<file path="src/rtl/id_ex_pipe.sv">
`default_nettype none
// ============================================================================
// Module   : id_ex_pipe
// Purpose  : Decode-to-execute pipeline register with load-use hazard
//            detection and branch/jump flush control.
//            The E register is never held: a load-use hazard stalls fetch
//            and decode and injects a bubble into E. A taken branch or jump
//            resolved in execute (PCSrc_E) flushes D and E, and it wins over
//            a simultaneous load-use hazard.
// Ports    : clk, rst (synchronous, active-high)
//            valid_D, rs1_D, rs2_D, rd_D, ctrl_D, RD1_D, RD2_D, Imm_D,
//            PC_D, PCPlus4_D  -> decode-stage inputs
//            PCSrc_E          -> taken branch/jump from execute
//            valid_E, rs1_E, rs2_E, rd_E, ctrl_E, RD1_E, RD2_E, Imm_E,
//            PC_E, PCPlus4_E  -> registered execute-stage copies
//            stall_F, stall_D, flush_D, flush_E -> combinational controls
//            stall_cnt        -> stall-cycle counter (ID_EX_PERF_CNT_EN only)
// Options  : define ID_EX_PERF_CNT_EN to add the saturating stall counter.
// ctrl bits: [0]RegWrite [1]MemRead [2]MemWrite [3]ALUSrc [4]Branch
//            [5]Jump [9:6]ALUControl
// Revision : 1.0 - initial release
// ============================================================================
module id_ex_pipe #(
    parameter int XLEN = 32
) (
    input  logic            clk,
    input  logic            rst,
    input  logic            valid_D,
    input  logic [4:0]      rs1_D,
    input  logic [4:0]      rs2_D,
    input  logic [4:0]      rd_D,
    input  logic [9:0]      ctrl_D,
    input  logic [XLEN-1:0] RD1_D,
    input  logic [XLEN-1:0] RD2_D,
    input  logic [XLEN-1:0] Imm_D,
    input  logic [XLEN-1:0] PC_D,
    input  logic [XLEN-1:0] PCPlus4_D,
    input  logic            PCSrc_E,
    output logic            valid_E,
    output logic [4:0]      rs1_E,
    output logic [4:0]      rs2_E,
    output logic [4:0]      rd_E,
    output logic [9:0]      ctrl_E,
    output logic [XLEN-1:0] RD1_E,
    output logic [XLEN-1:0] RD2_E,
    output logic [XLEN-1:0] Imm_E,
    output logic [XLEN-1:0] PC_E,
    output logic [XLEN-1:0] PCPlus4_E,
`ifdef ID_EX_PERF_CNT_EN
    output logic [31:0]     stall_cnt,
`endif
    output logic            stall_F,
    output logic            stall_D,
    output logic            flush_D,
    output logic            flush_E
);

    // RegWrite and MemWrite: the bits that cause architectural side effects.
    localparam logic [9:0] c_SIDE_EFFECT_MASK = 10'b00_0000_0101;

    logic            r_valid;
    logic [4:0]      r_rs1;
    logic [4:0]      r_rs2;
    logic [4:0]      r_rd;
    logic [9:0]      r_ctrl;
    logic [XLEN-1:0] r_rd1;
    logic [XLEN-1:0] r_rd2;
    logic [XLEN-1:0] r_imm;
    logic [XLEN-1:0] r_pc;
    logic [XLEN-1:0] r_pc_plus4;

    logic            w_lu_hazard;
    logic            w_flush_e;
    logic [9:0]      w_ctrl_capture;

    // A load in E whose destination is read by the valid instruction in D.
    // x0 never creates a dependency.
    assign w_lu_hazard = r_valid & r_ctrl[1] & (r_rd != 5'd0) & valid_D &
                         ((r_rd == rs1_D) | (r_rd == rs2_D));

    assign w_flush_e = PCSrc_E | w_lu_hazard;

    // Hazard controls are silenced during reset. A taken branch squashes
    // the stall: the dependent instruction is being flushed anyway.
    assign stall_F = ~rst & w_lu_hazard & ~PCSrc_E;
    assign stall_D = ~rst & w_lu_hazard & ~PCSrc_E;
    assign flush_D = ~rst & PCSrc_E;
    assign flush_E = ~rst & w_flush_e;

    // An invalid instruction may still travel down the pipe, but it must
    // never write the register file or memory.
    assign w_ctrl_capture = valid_D ? ctrl_D : (ctrl_D & ~c_SIDE_EFFECT_MASK);

    // The bubble (all zeros) has RegWrite=0 and rd=0, so it can never be
    // picked up by downstream forwarding, and it clears the load-use hazard
    // on the following cycle.
    always_ff @(posedge clk) begin
        if (rst || w_flush_e) begin
            r_valid    <= 1'b0;
            r_rs1      <= 5'd0;
            r_rs2      <= 5'd0;
            r_rd       <= 5'd0;
            r_ctrl     <= 10'd0;
            r_rd1      <= '0;
            r_rd2      <= '0;
            r_imm      <= '0;
            r_pc       <= '0;
            r_pc_plus4 <= '0;
        end else begin
            r_valid    <= valid_D;
            r_rs1      <= rs1_D;
            r_rs2      <= rs2_D;
            r_rd       <= rd_D;
            r_ctrl     <= w_ctrl_capture;
            r_rd1      <= RD1_D;
            r_rd2      <= RD2_D;
            r_imm      <= Imm_D;
            r_pc       <= PC_D;
            r_pc_plus4 <= PCPlus4_D;
        end
    end

    assign valid_E   = r_valid;
    assign rs1_E     = r_rs1;
    assign rs2_E     = r_rs2;
    assign rd_E      = r_rd;
    assign ctrl_E    = r_ctrl;
    assign RD1_E     = r_rd1;
    assign RD2_E     = r_rd2;
    assign Imm_E     = r_imm;
    assign PC_E      = r_pc;
    assign PCPlus4_E = r_pc_plus4;

`ifdef ID_EX_PERF_CNT_EN
    logic [31:0] r_stall_cnt;

    // Saturates instead of wrapping so a long run never reports a small count.
    always_ff @(posedge clk) begin
        if (rst) begin
            r_stall_cnt <= 32'd0;
        end else if (stall_D && (r_stall_cnt != 32'hFFFF_FFFF)) begin
            r_stall_cnt <= r_stall_cnt + 32'd1;
        end
    end

    assign stall_cnt = r_stall_cnt;
`endif

endmodule
`default_nettype wire

</file>
<file path="config.mk">
export PLATFORM = sky130hd
export DESIGN_NAME = id_ex_pipe
export DESIGN_NICKNAME = d
export VERILOG_FILES = /design/src/rtl/id_ex_pipe.sv
export SDC_FILE = /design/constraint.sdc
export NUM_CORES = 1
export LEC_CHECK = 0
export ABC_AREA = 1
export BUFFER_PORTS_ARGS = -buffer_cell sky130_fd_sc_hd__buf_2
export CAP_MARGIN = 20
export CORE_AREA = 2 2 149 151
export CTS_CLUSTER_DIAMETER = 100
export DETAILED_ROUTE_END_ITERATION = 7
export DIE_AREA = 0 0 151 153
export PLACE_DENSITY_LB_ADDON = 0.15
export SLEW_MARGIN = 20
export SYNTH_ARGS = -nofsm -noshare
export SYNTH_HDL_FRONTEND = slang
export SYNTH_SLANG_ARGS = --single-unit
</file>
<file path="constraint.sdc">
create_clock -name clk -period 1.2 [get_ports clk]
set_input_delay 0.12 -clock clk [delete_from_list [all_inputs] [get_ports clk]]
set_output_delay 0.12 -clock clk [all_outputs]
set_load 0.005 [all_outputs]
</file>
==> out/summary.txt, run 1 <==
Tot GR Track Use - 0.157
largest family of logic cells by synthesized area - buffers and inverters
DR iter-0 viols - 166
diode count - 0
Yosys top cell by area - dfxtp_1
Initial Utilization - 0.255
hold worst-path end - rs1_E[0]
CP max FO - 4
number of I/O pins - 379
Slew HR - 0.840
Final setup viols - 189
synthesized area per cell - 8.73 µm²
Design Power - 13.5 mW
Slowest cell on crit path - dfxtp_4
final WL - 19,700 µm
Tcrit/Tclk final - 1.50
post-route ant nets - 0
hold_sp - rs1_D[0]
fin. max-slew vios - 0
CTS Sinks - 186
Post-DP Area - 7850 µm²
height of the die - 153 µm
Final Hold Viols - 0
reg2reg start - rd_E[2]
CP Data Arrival Time - 1670 ps
Final Critical Period - 1790 ps
Synth cell types - 14
reg2reg path depth - 13
Core Box Area - 21,500 µm²
R2R Path End - PCPlus4_E[4]
layout cells sized above 1 - 0.398
Power Density - 1240 nW/µm²
drt pass-1 iters - 4
pre-CTS setup slack - -287 ps
via count - 5,721
Max Freq - 557 MHz
grt total ovfl - 0
worst vdd ir - 0.000856 V
RD Place Congestion - 0.778
RSZ-0062 raised after global routing - yes
CTS tree - built
Worst-Skew Late Latency - 420 ps
Worst Slack Setup Final - -594 ps
vias in the first global route - 5,852
leakage - 6.24 nW
post-synthesis mux area share - 0
required time of the critical path - 1080 ps
initial antenna violation count - 0
full die area - 23,100 µm²
final std cells w/o fill - 1,533
Via density - 3.73
Seq/Total Area, Yosys - 0.679
global-route wire length before repair - 28,100 µm
PortBufs - 378
xor and xnor area share after synthesis - 0.00319
Synth Area in Simple Gates - 0.156
wire per inst - 12.8 µm
post-synthesis register bit count - 186
row count - 54
Longest Clk Path Bufs - 2
largest stage delay on the critical path - 370 ps
largest cells by area after synthesis - dfxtp_1 68%, nor2_1 13%, inv_1 13%, buf_4 2.7%, nand2_1 1.6%
worst-path cell chain - inv_4 > nand2_2 > nand2_2 > nor2_2 > nand3_2 > nand2_2 > nand2_2 > buf_6 > nor3_4 > buf_2
fin nets - 1,429
placed cell count - 1,290
Post-Synth Adder-Cell Area - 0
largest net degree at the start of global routing - 27
Max-Cap Viols - 0
synthesized instance count - 628
worst-margin pin slew - 240 ps
DP Wirelength - 12,400 µm
status - complete, but fails checks
Die X - 151 µm
CTS Root Cell - clkbuf_16
path category of the worst min-delay check - in -> reg
hold depth - 4
failing checks - setup timing
startpoint types - register
Yosys warning count - 0
CTS Buf Count - 17
Synth-to-Final Area Change - 98.7%
Net Count, Synth - 817
Synth Cell Area - 5480 µm²
H-tree levels - 4
Crit. End Element - primary output
Worst-path clk slew - 70 ps
compound-cell area share of the yosys netlist - 0.000913
Top Family by Delay on Critical Path - simple AND/OR/NAND/NOR gates
most used cell, CP - nand2_2
critical path class - reg -> out
buffer and inverter count on the worst path - 3
drc violations - 0
Yosys top cell area share - 0.679
Design Area, Final - 10,900 µm²
clk_skew - 15.4 ps
flop-to-flop setup slack - -540 ps
## power breakdown
group / switching [mW] / total (mW) / internal, mW
logic: 0.710 / 1.82 / 1.11
registers: 0.0615 / 6.47 / 6.41
clock network: 2.54 / 5.26 / 2.72
total: 3.31 / 13.5 / 10.2
## layout make-up
class,instances,area [µm²]
Multi-Input combinational cell,231,1030
Fill cell,2014,10600
Timing Repair Buffer,611,4500
Clock buffer,19,433
Sequential cell,186,3740
Clock inverter,13,115
Tap cell,280,350
Inverter,193,729
## registers in the layout, indices dropped and copies added, names as in the netlist, 10 cells and up
signal / count
RD1_E: 32
PC_E: 32
RD2_E: 32
PCPlus4_E: 32
Imm_E: 32
ctrl_E: 10
## synth_stat cells, drive strengths merged
cell	number
dfxtp	186
nand4	2
inv	192
buf	21
nor2	194
clkinv	1
xnor2	2
nand2	25
nor3	1
nand3	3
a21oi	1
## what timing repair did
| action | 4_1_cts | 5_1_grt |
|---|---|---|
| resized for setup | 22 | 43 |
| pin swaps | 4 | 8 |
| hold buffers | 177 | 0 |
| setup endpoints to repair | 189 | 189 |
| gates cloned | 9 | 11 |
| endpoints found under the hold margin | 177 | 0 |
| buffers inserted | 12 | 5 |
## routing by layer
metal  up-vias  track usage  wire length, µm
met5         -            0                0
met4         0       0.0757              673
met3        46       0.0490             1230
met2       214        0.277             9880
met1      2521        0.168             7870
li1       2940            -                -
## stage by stage
| stage | hold WS [ps] | setup TNS (ps) | utilization |
|---|---|---|---|
| after floorplan | 225 | -11650 | - |
| after global placement | 332 | -45130 | 0.365 |
| after detailed placement | 331 | -47030 | 0.365 |
| after CTS | 9.67 | -105570 | 0.490 |
| after global routing | 24.8 | -111790 | 0.507 |
| final | 35.7 | -88810 | 0.507 |
## cell families (layout without fill, tap and decap cells)
| group | after synthesis | after routing |
|---|---|---|
| XOR/XNOR | 2 | 2 |
| AO/OA/AOI/OAI | 1 | 1 |
| flip-flops | 186 | 186 |
| buffers and inverters | 214 | 836 |
| AND/OR/NAND/NOR | 225 | 228 |
## worst register-to-register path, delay by kind of cell, from the launching register on
kind,cells,cell delay [ps]
DFF,1,370
and+or+nand+nor,8,630
buffers and inverters,5,650
## worst max-delay path by stage
stage               depth (start not counted)  startpoint  slack, ps        to
CTS                                        10     rd_E[3]       -640   stall_D
global route                                9     rd_E[3]       -750   stall_D
detailed placement                         10     rd_E[2]       -290  RD1_E[8]
floorplan                                  11     rd_E[3]        -80   rd_E[0]
finish                                     10     rd_E[2]       -590   stall_D
global placement                           10     rd_E[2]       -280   stall_F
## cell usage in the layout (no fill, tap or decap), drive strengths merged
| cell | count |
|---|---|
| xnor2 | 2 |
| nand3 | 3 |
| nor2 | 194 |
| inv | 198 |
| dlygate4sd3 | 177 |
| nand4 | 2 |
| clkinv | 5 |
| clkbuf | 26 |
| nand2 | 28 |
| nor3 | 1 |
| a21oi | 1 |
| buf | 427 |
| clkinvlp | 3 |
| dfxtp | 186 |
Power figures use the tool's default switching activity.
==> run 2: changes to the inputs <==
- TNS_END_PERCENT: not set -> 5
==> run 2 against run 1 <==
  * Cell count shrank 1.7%
  * First-iteration DRC count down 13%
  * Sequential cell count unchanged
  * Clock skew fell by 1.2 ps
  * Register-to-register slack improved by 180 ps
  * The flow still finishes with violations (setup timing)
  * Count of clock-buffer cells in the layout down 1
  * Global-route usage fell by 0.16 points
  * Core utilization shrank 2.3 points
  * Clock power increased by 4.4%
  * Critical path depth did not move
  * Worst hold slack worse by 5.7 ps
==> out/summary.txt, run 2 (synthesis results as in run 1) <==
post-route ant nets - 0
row count - 54
CP max FO - 4
Power Density - 1310 nW/µm²
Synth-to-Final Area Change - 89.5%
path category of the worst min-delay check - in -> reg
status - complete, but fails checks
largest stage delay on the critical path - 360 ps
Worst-path clk slew - 70 ps
Slew HR - 0.879
RSZ-0062 raised after global routing - yes
startpoint types - register
Slowest cell on crit path - dfxtp_2
height of the die - 153 µm
clk_skew - 14.2 ps
CTS tree - built
critical path class - reg -> out
grt total ovfl - 0
worst-path cell chain - inv_2 > nand2_1 > nand2_1 > nor2_2 > nand3_1 > nand2_1 > nand2_2 > buf_6 > nor3_4 > buf_2
Longest Clk Path Bufs - 2
Via density - 3.66
Worst Slack Setup Final - -540 ps
final WL - 18,200 µm
most used cell, CP - nand2_1
PortBufs - 378
R2R Path End - PCPlus4_E[13]
global-route wire length before repair - 27,800 µm
drt pass-1 iters - 4
via count - 5,510
full die area - 23,100 µm²
fin nets - 1,401
pre-CTS setup slack - -274 ps
RD Place Congestion - 0.758
Hold WS - 30.0 ps
commonest cells after routing, fill and taps aside - 378 x buf_2, 191 x nor2_1, 189 x inv_1
most common cell after layout, fill and taps aside - buf_2
worst-margin pin slew - 181 ps
drc violations - 0
largest net degree at the start of global routing - 35
Post-DP Area - 7800 µm²
Final Hold Viols - 0
Max Freq - 575 MHz
reg2reg path depth - 11
layout cells sized above 1 - 0.371
reg2reg start - rd_E[2]
initial antenna violation count - 2
required time of the critical path - 1080 ps
Core Box Area - 21,500 µm²
setup TNS - -53,340 ps
CP Data Arrival Time - 1620 ps
CTS Buf Count - 17
Tot GR Track Use - 0.155
flop-to-flop setup slack - -360 ps
DR iter-0 viols - 145
hold worst-path end - rs1_E[3]
number of I/O pins - 379
CTS Sinks - 186
H-tree levels - 4
Worst-Skew Late Latency - 430 ps
worst vdd ir - 0.000788 V
Final setup viols - 189
fin. max-slew vios - 0
Tcrit/Tclk final - 1.45
DP Wirelength - 12,500 µm
wire per inst - 12.1 µm
Crit. End Element - primary output
Max-Cap Viols - 0
Initial Utilization - 0.255
hold depth - 4
hold_sp - rs1_D[3]
failing checks - setup timing
Die X - 151 µm
Design Area, Final - 10,400 µm²
vias in the first global route - 5,753
Final Critical Period - 1740 ps
leakage - 6.01 nW
CTS Root Cell - clkbuf_16
run 2: cell types whose count changed in the layout (fill, tap and decap cells not counted), moves of 3 or more:
cell | before | now
buf_6 | 19 | 4
nor2_1 | 183 | 191
nand2_1 | 16 | 22
nand2_2 | 8 | 2
nor2_2 | 9 | 3
clkbuf_16 | 24 | 19
buf_16 | 6 | 2
clkinv_8 | 1 | 4
run 2: timing repair:
action / in CTS / in global routing
setup endpoints to repair: 189 / 190
buffers inserted: 5 / 2
cloned: 3 / 2
pin swaps: 5 / 5
endpoints found under the hold margin: 178 / 0
resized for setup: 14 / 8
hold buffers: 178 / 0
run 2: per-layer routing:
layer / GRT usage / vias to the layer above / share of wire
li1: - / 2879 / -
met1: 0.152 / 2368 / 0.38
met2: 0.292 / 232 / 0.51
met3: 0.0528 / 31 / 0.087
met4: 0.0676 / 0 / 0.027
met5: 0 / - / 0
run 2: through the flow:
step | power (mW) | std cells | util
after floorplan | 7.02 | 628 | -
after global placement | 7.70 | 1285 | 0.363
after detailed placement | 7.70 | 1285 | 0.363
after CTS | 13.8 | 1503 | 0.481
after global routing | 14.2 | 1507 | 0.484
final | 13.6 | 1507 | 0.484
run 2: how the worst max path moves through the flow:
stage	start	end	cells after the start
floorplan	rd_E[3]	rd_E[0]	11
global placement	rd_E[3]	PC_E[26]	10
detailed placement	rd_E[3]	PC_E[3]	10
CTS	rd_E[2]	stall_F	10
global route	rd_E[0]	stall_F	10
finish	rd_E[2]	stall_F	10
run 2: final cells by class:
type / instances / area (µm²)
antenna: 2 / 5.00
timing repair buffer: 585 / 4050
fill: 2050 / 11100
multi-input combinational: 229 / 941
sequential: 186 / 3730
tap: 280 / 350
clock inverter: 14 / 155
clock buffer: 18 / 429
inverter: 193 / 727
run 2: where the power goes:
group,switching [mW],internal (mW)
Clock,2.70,2.79
Sequential,0.0648,6.41
Combinational,0.632,0.976
run 2: worst max-delay path: cells and delay by family (launching register included):
family                 cells  cell delay [ps]
AND/OR/NAND/NOR            7              530
flip-flops                 1              360
buffers and inverters      3              310
